--- src/rtl/soc_riscv_termination_monitor.sv ---
// Watches the per-core retirement trace, records sticky termination and exit codes, counts
// retirements, and ends the run as DONE, TIMEOUT or HANG until the next reset.
module soc_riscv_termination_monitor #(
  parameter int unsigned     NUM_CORES      = 1,
  parameter int unsigned     XLEN           = 32,
  parameter logic [XLEN-1:0] TERM_INSN      = XLEN'(32'h00100013),
  parameter int unsigned     CNT_W          = 32,
  parameter int unsigned     TIMEOUT_CYCLES = 0,
  parameter int unsigned     STALL_LIMIT    = 4096
) (
  input  logic                      clk_i,
  input  logic                      rst_i,
  input  logic [NUM_CORES-1:0]      trace_valid_i,
  input  logic [NUM_CORES*XLEN-1:0] trace_insn_i,
  input  logic [NUM_CORES*XLEN-1:0] trace_r3_i,
  input  logic                      cpu_stall_i,
  output logic [NUM_CORES-1:0]      termination_o,
  output logic [NUM_CORES*XLEN-1:0] exit_code_o,
  output logic [NUM_CORES*CNT_W-1:0] retired_o,
  output logic                      done_o,
  output logic                      timeout_o,
  output logic                      hang_o,
  output logic                      fail_o,
  output logic [1:0]                state_o
);

  typedef enum logic [1:0] {
    RUN     = 2'd0,
    DONE    = 2'd1,
    TIMEOUT = 2'd2,
    HANG    = 2'd3
  } state_e;

  localparam bit              TO_EN      = (TIMEOUT_CYCLES != 0);
  localparam bit              STALL_EN   = (STALL_LIMIT != 0);
  localparam logic [CNT_W-1:0] TO_LAST    = CNT_W'(TIMEOUT_CYCLES - 1);
  localparam logic [CNT_W-1:0] STALL_LAST = CNT_W'(STALL_LIMIT - 1);

  logic [NUM_CORES-1:0][XLEN-1:0]  insn;
  logic [NUM_CORES-1:0][XLEN-1:0]  r3;

  state_e                          state_q;
  logic [NUM_CORES-1:0]            term_q, term_d;
  logic [NUM_CORES-1:0][XLEN-1:0]  exit_q, exit_d;
  logic [NUM_CORES-1:0][CNT_W-1:0] ret_q, ret_d;
  logic [CNT_W-1:0]                cyc_q, cyc_d;
  logic [CNT_W-1:0]                idle_q, idle_d;
  logic                            done_q, timeout_q, hang_q, fail_q;

  logic [NUM_CORES-1:0]            active;
  logic [NUM_CORES-1:0]            hit;
  logic                            complete;
  logic                            idle_clr;
  logic                            to_hit;
  logic                            hang_hit;
  logic                            exit_nz;

  assign insn = trace_insn_i;
  assign r3   = trace_r3_i;

  // A core that has already terminated is invisible: no count, no capture, no progress.
  always_comb begin
    active  = trace_valid_i & ~term_q;
    hit     = '0;
    exit_d  = exit_q;
    ret_d   = ret_q;
    exit_nz = 1'b0;
    for (int i = 0; i < NUM_CORES; i++) begin
      hit[i] = active[i] && (insn[i] == TERM_INSN);
      if (hit[i]) begin
        exit_d[i] = r3[i];
      end
      if (active[i] && (ret_q[i] != '1)) begin
        ret_d[i] = ret_q[i] + CNT_W'(1);
      end
      exit_nz = exit_nz | (exit_d[i] != '0);
    end
    term_d   = term_q | hit;
    complete = &term_d;

    cyc_d    = (cyc_q == '1) ? cyc_q : cyc_q + CNT_W'(1);
    idle_clr = cpu_stall_i | (|active);
    if (idle_clr) begin
      idle_d = '0;
    end else begin
      idle_d = (idle_q == '1) ? idle_q : idle_q + CNT_W'(1);
    end

    to_hit   = TO_EN && (cyc_q == TO_LAST);
    hang_hit = STALL_EN && !idle_clr && (idle_q == STALL_LAST);
  end

  // Only RUN updates anything; the three exit states hold every register until reset.
  always_ff @(posedge clk_i) begin
    if (rst_i) begin
      state_q   <= RUN;
      term_q    <= '0;
      exit_q    <= '0;
      ret_q     <= '0;
      cyc_q     <= '0;
      idle_q    <= '0;
      done_q    <= 1'b0;
      timeout_q <= 1'b0;
      hang_q    <= 1'b0;
      fail_q    <= 1'b0;
    end else if (state_q == RUN) begin
      term_q <= term_d;
      exit_q <= exit_d;
      ret_q  <= ret_d;
      cyc_q  <= cyc_d;
      idle_q <= idle_d;
      if (complete) begin
        state_q <= DONE;
        done_q  <= 1'b1;
        fail_q  <= exit_nz;
      end else if (to_hit) begin
        state_q   <= TIMEOUT;
        timeout_q <= 1'b1;
        fail_q    <= 1'b1;
      end else if (hang_hit) begin
        state_q <= HANG;
        hang_q  <= 1'b1;
        fail_q  <= 1'b1;
      end
    end
  end

  assign termination_o = term_q;
  assign exit_code_o   = exit_q;
  assign retired_o     = ret_q;
  assign done_o        = done_q;
  assign timeout_o     = timeout_q;
  assign hang_o        = hang_q;
  assign fail_o        = fail_q;
  assign state_o       = state_q;

endmodule

--- config.mk ---
export PLATFORM = sky130hd
export DESIGN_NAME = soc_riscv_termination_monitor
export DESIGN_NICKNAME = d
export VERILOG_FILES = /design/src/rtl/soc_riscv_termination_monitor.sv
export SDC_FILE = /design/constraint.sdc
export NUM_CORES = 1
export LEC_CHECK = 0
export CORE_MARGIN = 8
export CORE_UTILIZATION = 50
export DETAILED_ROUTE_END_ITERATION = 6
export GPL_TIMING_DRIVEN = 0
export HOLD_SLACK_MARGIN = 0.12
export PLACE_DENSITY = 0.92
export SLEW_MARGIN = 20
export SYNTH_ARGS = -nofsm -noshare
export SYNTH_HDL_FRONTEND = slang
export SYNTH_SLANG_ARGS = --single-unit
--- constraint.sdc ---
create_clock -name clk_i -period 4.1 [get_ports clk_i]
set_clock_uncertainty 0.1 [all_clocks]
set_input_delay 1.23 -clock clk_i [delete_from_list [all_inputs] [get_ports clk_i]]
set_output_delay 1.23 -clock clk_i [all_outputs]
set_load 0.02 [all_outputs]
==> out/metrics.json <==
{
  "run_status": "finished, final reports clean",
  "synthArstFlopShare_pct": 0,
  "tritoncts_num_sinks": 102,
  "number_of_global_route_vias_before_repair": 5182,
  "reg2reg_slack_ps": 1560,
  "area_delta_synth_final_pct": 35.0,
  "cell_by_cell_trace_of_the_critical_path": "clkdlybuf4s50_1, nor2b_2, nand2_1, nor4_4, buf_2, mux2i_1, nor2_1",
  "worst_setup_sp_type": "input pin",
  "timing.critical_path.buf_inv": 2,
  "max_freq_ghz": 0.298,
  "hold-path-cell-count": 2,
  "final_cells": 853,
  "crit-reg2reg-launch": "retired_o[21]",
  "timing.critical_path.fanout_max": 10,
  "post_cts_resized": 0,
  "gp_congestion": 0.858,
  "path_delay_family": "simple AND/OR/NAND/NOR gates",
  "coreArea_mm2": 0.00968,
  "critical_path.slowest_cell": "nor4_4",
  "power_density_mw_per_mm2": 267,
  "root_buffer_master": "clkbuf_8",
  "critical-path-max-stage-delay_ps": 510,
  "synthesis.instances": 567,
  "finish.net_count": 785,
  "drt_iter0_markers": 453,
  "synth-seq-area-share_pct": 41.1,
  "synth.top_cells.by_count": "dfxtp_1, nor2_1, a21oi_1, mux2i_1, or3_1",
  "setup.worst_path.class": "input pin to flip-flop",
  "syn_nets": 637,
  "leakage_uw": 0.00214,
  "endpoint_of_the_worst_hold_path": "hang_o",
  "globalRouteOverflowTotal": 0,
  "final.fill_count": 705,
  "detailedPlacementHpwl_um": 12000,
  "routed_via_density": 6.09,
  "dieWidth_um": 116,
  "ctsHtreeMaxLevel": 3,
  "end_kind": "flip-flop",
  "final.period_utilization_pct": 81.8,
  "clock_latency_ps": 380,
  "die_outline_area_mm2": 0.0134,
  "worst_slew_pin_slew_ps": 744,
  "totalWireLength_um": 15800,
  "syn_area_per_cell_um2": 8.75,
  "synthTopCellsByArea": "dfxtp_1, mux2i_1, a21oi_1, nor2_1, or3_1",
  "p_total_uw": 1790,
  "max_slew_margin_pct": 50.1,
  "worst_hold_path_type": "flip-flop to flip-flop",
  "yosysWarnings": 0,
  "timing.critical_path.arrival_ps": 3490,
  "synth.cell_area_mm2": 0.00496,
  "global_route.usage.total_pct": 23.3,
  "pin_count_of_the_biggest_net_entering_global_routing": 19,
  "detail-route-antenna-nets": 0,
  "synth_largest_area_cell": "dfxtp_1",
  "placement_rows": 36,
  "setup_total_negative_slack_ps": 0,
  "hp-start": "hang_o",
  "min_clock_period_post_route_ps": 3350,
  "diodes": 0,
  "synth_top_area_share_pct": 41.1,
  "dpl.cell_count": 837,
  "synth_enable_flop_cells": 0,
  "worst_setup_hold_path_clk_slew_ps": 90,
  "ir_drop_mv": 0.175,
  "synth.most_common_cell": "dfxtp_1",
  "worst_r2r_endpoint": "retired_o[16]",
  "antenna_found_initial": 0,
  "placedInstanceArea_mm2": 0.00650,
  "buffer_ports.inserted": 137,
  "worst_ep_required_time_ps": 4240,
  "route.detailed.wl_per_inst_um": 18.5,
  "fin_area_mm2": 0.00670,
  "ctsHoldBuffers": 0,
  "start_util_pct": 51.2,
  "cts_made_buffers": 9,
  "grt_pass1_wl_um": 25000,
  "r2r_cells": 6,
  "layout.core_utilization_pct": 69.2,
  "route.detailed.drc": 0,
  "netlist-cell-type-count": 57,
  "hold_violations": 0,
  "setup-violations-final": 0,
  "vias": 5191,
  "cts_buffer_depth": 2,
  "cts_setup_buffers": 0,
  "ys_ff_latch": 102,
  "synth_flop_cell": "dfxtp_1",
  "slew_violations": 0,
  "rsz0062_at_grt": "false",
  "design.portCount": 139,
  "max-cap-violations": 0,
  "tritoncts": "done",
  "die_h_um": 116,
  "layout-drive-gt1-share_pct": 6.39,
  "detailedRoute.firstPassIterationCount": 6
}
power breakdown:
part	total, µW	leakage (µW)	internal, µW	switching (µW)
clock network	665	0.000102	293	372
registers	996	0.000822	993	3.19
logic	129	0.00121	74.5	55.0
state kept, by name, indices dropped and copies added, names as in the netlist:
signal and count:
exit_code_o 32, hang_o 1, done_o 1, state_o 2, fail_o 1, idle_q 32
termination_o 1, retired_o 32
routing by layer:
layer	track usage (%)	share of wire, %	wire length [µm]	vias to the layer above
met1	24.6	37	5830	2453
met2	41.7	50	7960	260
met5	0	0	0	-
met4	9.08	2.9	457	0
met3	7.82	9.7	1530	44
li1	-	-	-	2434
worst reg2reg max path, stage by stage (launching register included):
cell and delay, ps:
dfxtp_1 370, buf_2 200, nand4_1 230, nor3_2 700, a211o_1 360, or3_1 170, mux2_2 320
worst max-delay path by stage:
stage,start,end,slack (ps),cells past startpoint
finish,trace_valid_i,exit_code_o[22],750,7
global route,trace_valid_i,exit_code_o[22],610,7
global placement,trace_valid_i,exit_code_o[25],460,7
CTS,trace_valid_i,exit_code_o[22],690,7
detailed placement,trace_valid_i,exit_code_o[22],370,7
floorplan,trace_insn_i[5],exit_code_o[22],1150,6
final cells by class:
cell class	count	area [µm²]	share of cell area (%)
clock inverters	6	73.8	1.10
inverters	11	41.3	0.616
repair buffers	137	1370	20.5
well taps	133	166	2.48
clock buffers	10	128	1.90
flip-flops and latches	102	2040	30.5
plain buffers	23	108	1.61
multi-input cells	431	2770	41.4
through the flow:
stage / hold WS, ps / setup WS, ps
2_1_floorplan: 339 / 1150
3_3_place_gp: 336 / 460
3_5_place_dp: 340 / 366
4_1_cts: 359 / 692
5_1_grt: 398 / 605
6_report: 359 / 747
cells in the final DEF, fill, tap and decap left out, types with 3 or more instances in the layout:
master           netlist  layout
or3_1                 33      33
xor2_1                 3       3
clkbuf_8               0       9
or4_1                 12      12
o31ai_1                6       6
nor3_1                 6       6
o211ai_1               3       3
nor4b_1                5       5
mux2i_1               39      39
o21ai_0               32      32
clkdlybuf4s50_1        0     137
nand2b_1               6       6
xnor2_1                5       5
nor4_4                 3       3
mux2_2                 5       5
buf_4                  4       4
nor2_1                63      63
inv_6                  0       4
nor4_1                22      22
clkbuf_1              11      12
and3_1                 7       7
inv_1                 11      11
nor2b_1                6       6
and4_1                11      11
a21oi_1               48      48
nand4_1               23      23
nand3_1               21      21
buf_2                  5       5
dfxtp_1              102     102
nand2_1               31      31
buf_1                  3       3
a31o_2                 5       5
a211oi_1               4       4
kinds of logic (layout without fill, tap and decap cells):
| logic type | Yosys count | count (layout) | share of synthesized area (%) |
|---|---|---|---|
| xor gates and xnor gates | 8 | 8 | 1.41 |
| and+or+nand+nor | 262 | 262 | 30.3 |
| muxes | 44 | 44 | 9.00 |
| DFF | 102 | 102 | 41.1 |
| AOI/OAI and AO/OA | 114 | 114 | 14.5 |
| other | 1 | 1 | 0.0756 |
| adders and majority gates | 2 | 2 | 0.504 |
| buffers and inverters | 34 | 187 | 3.00 |
(Power assumes the default switching activity.)
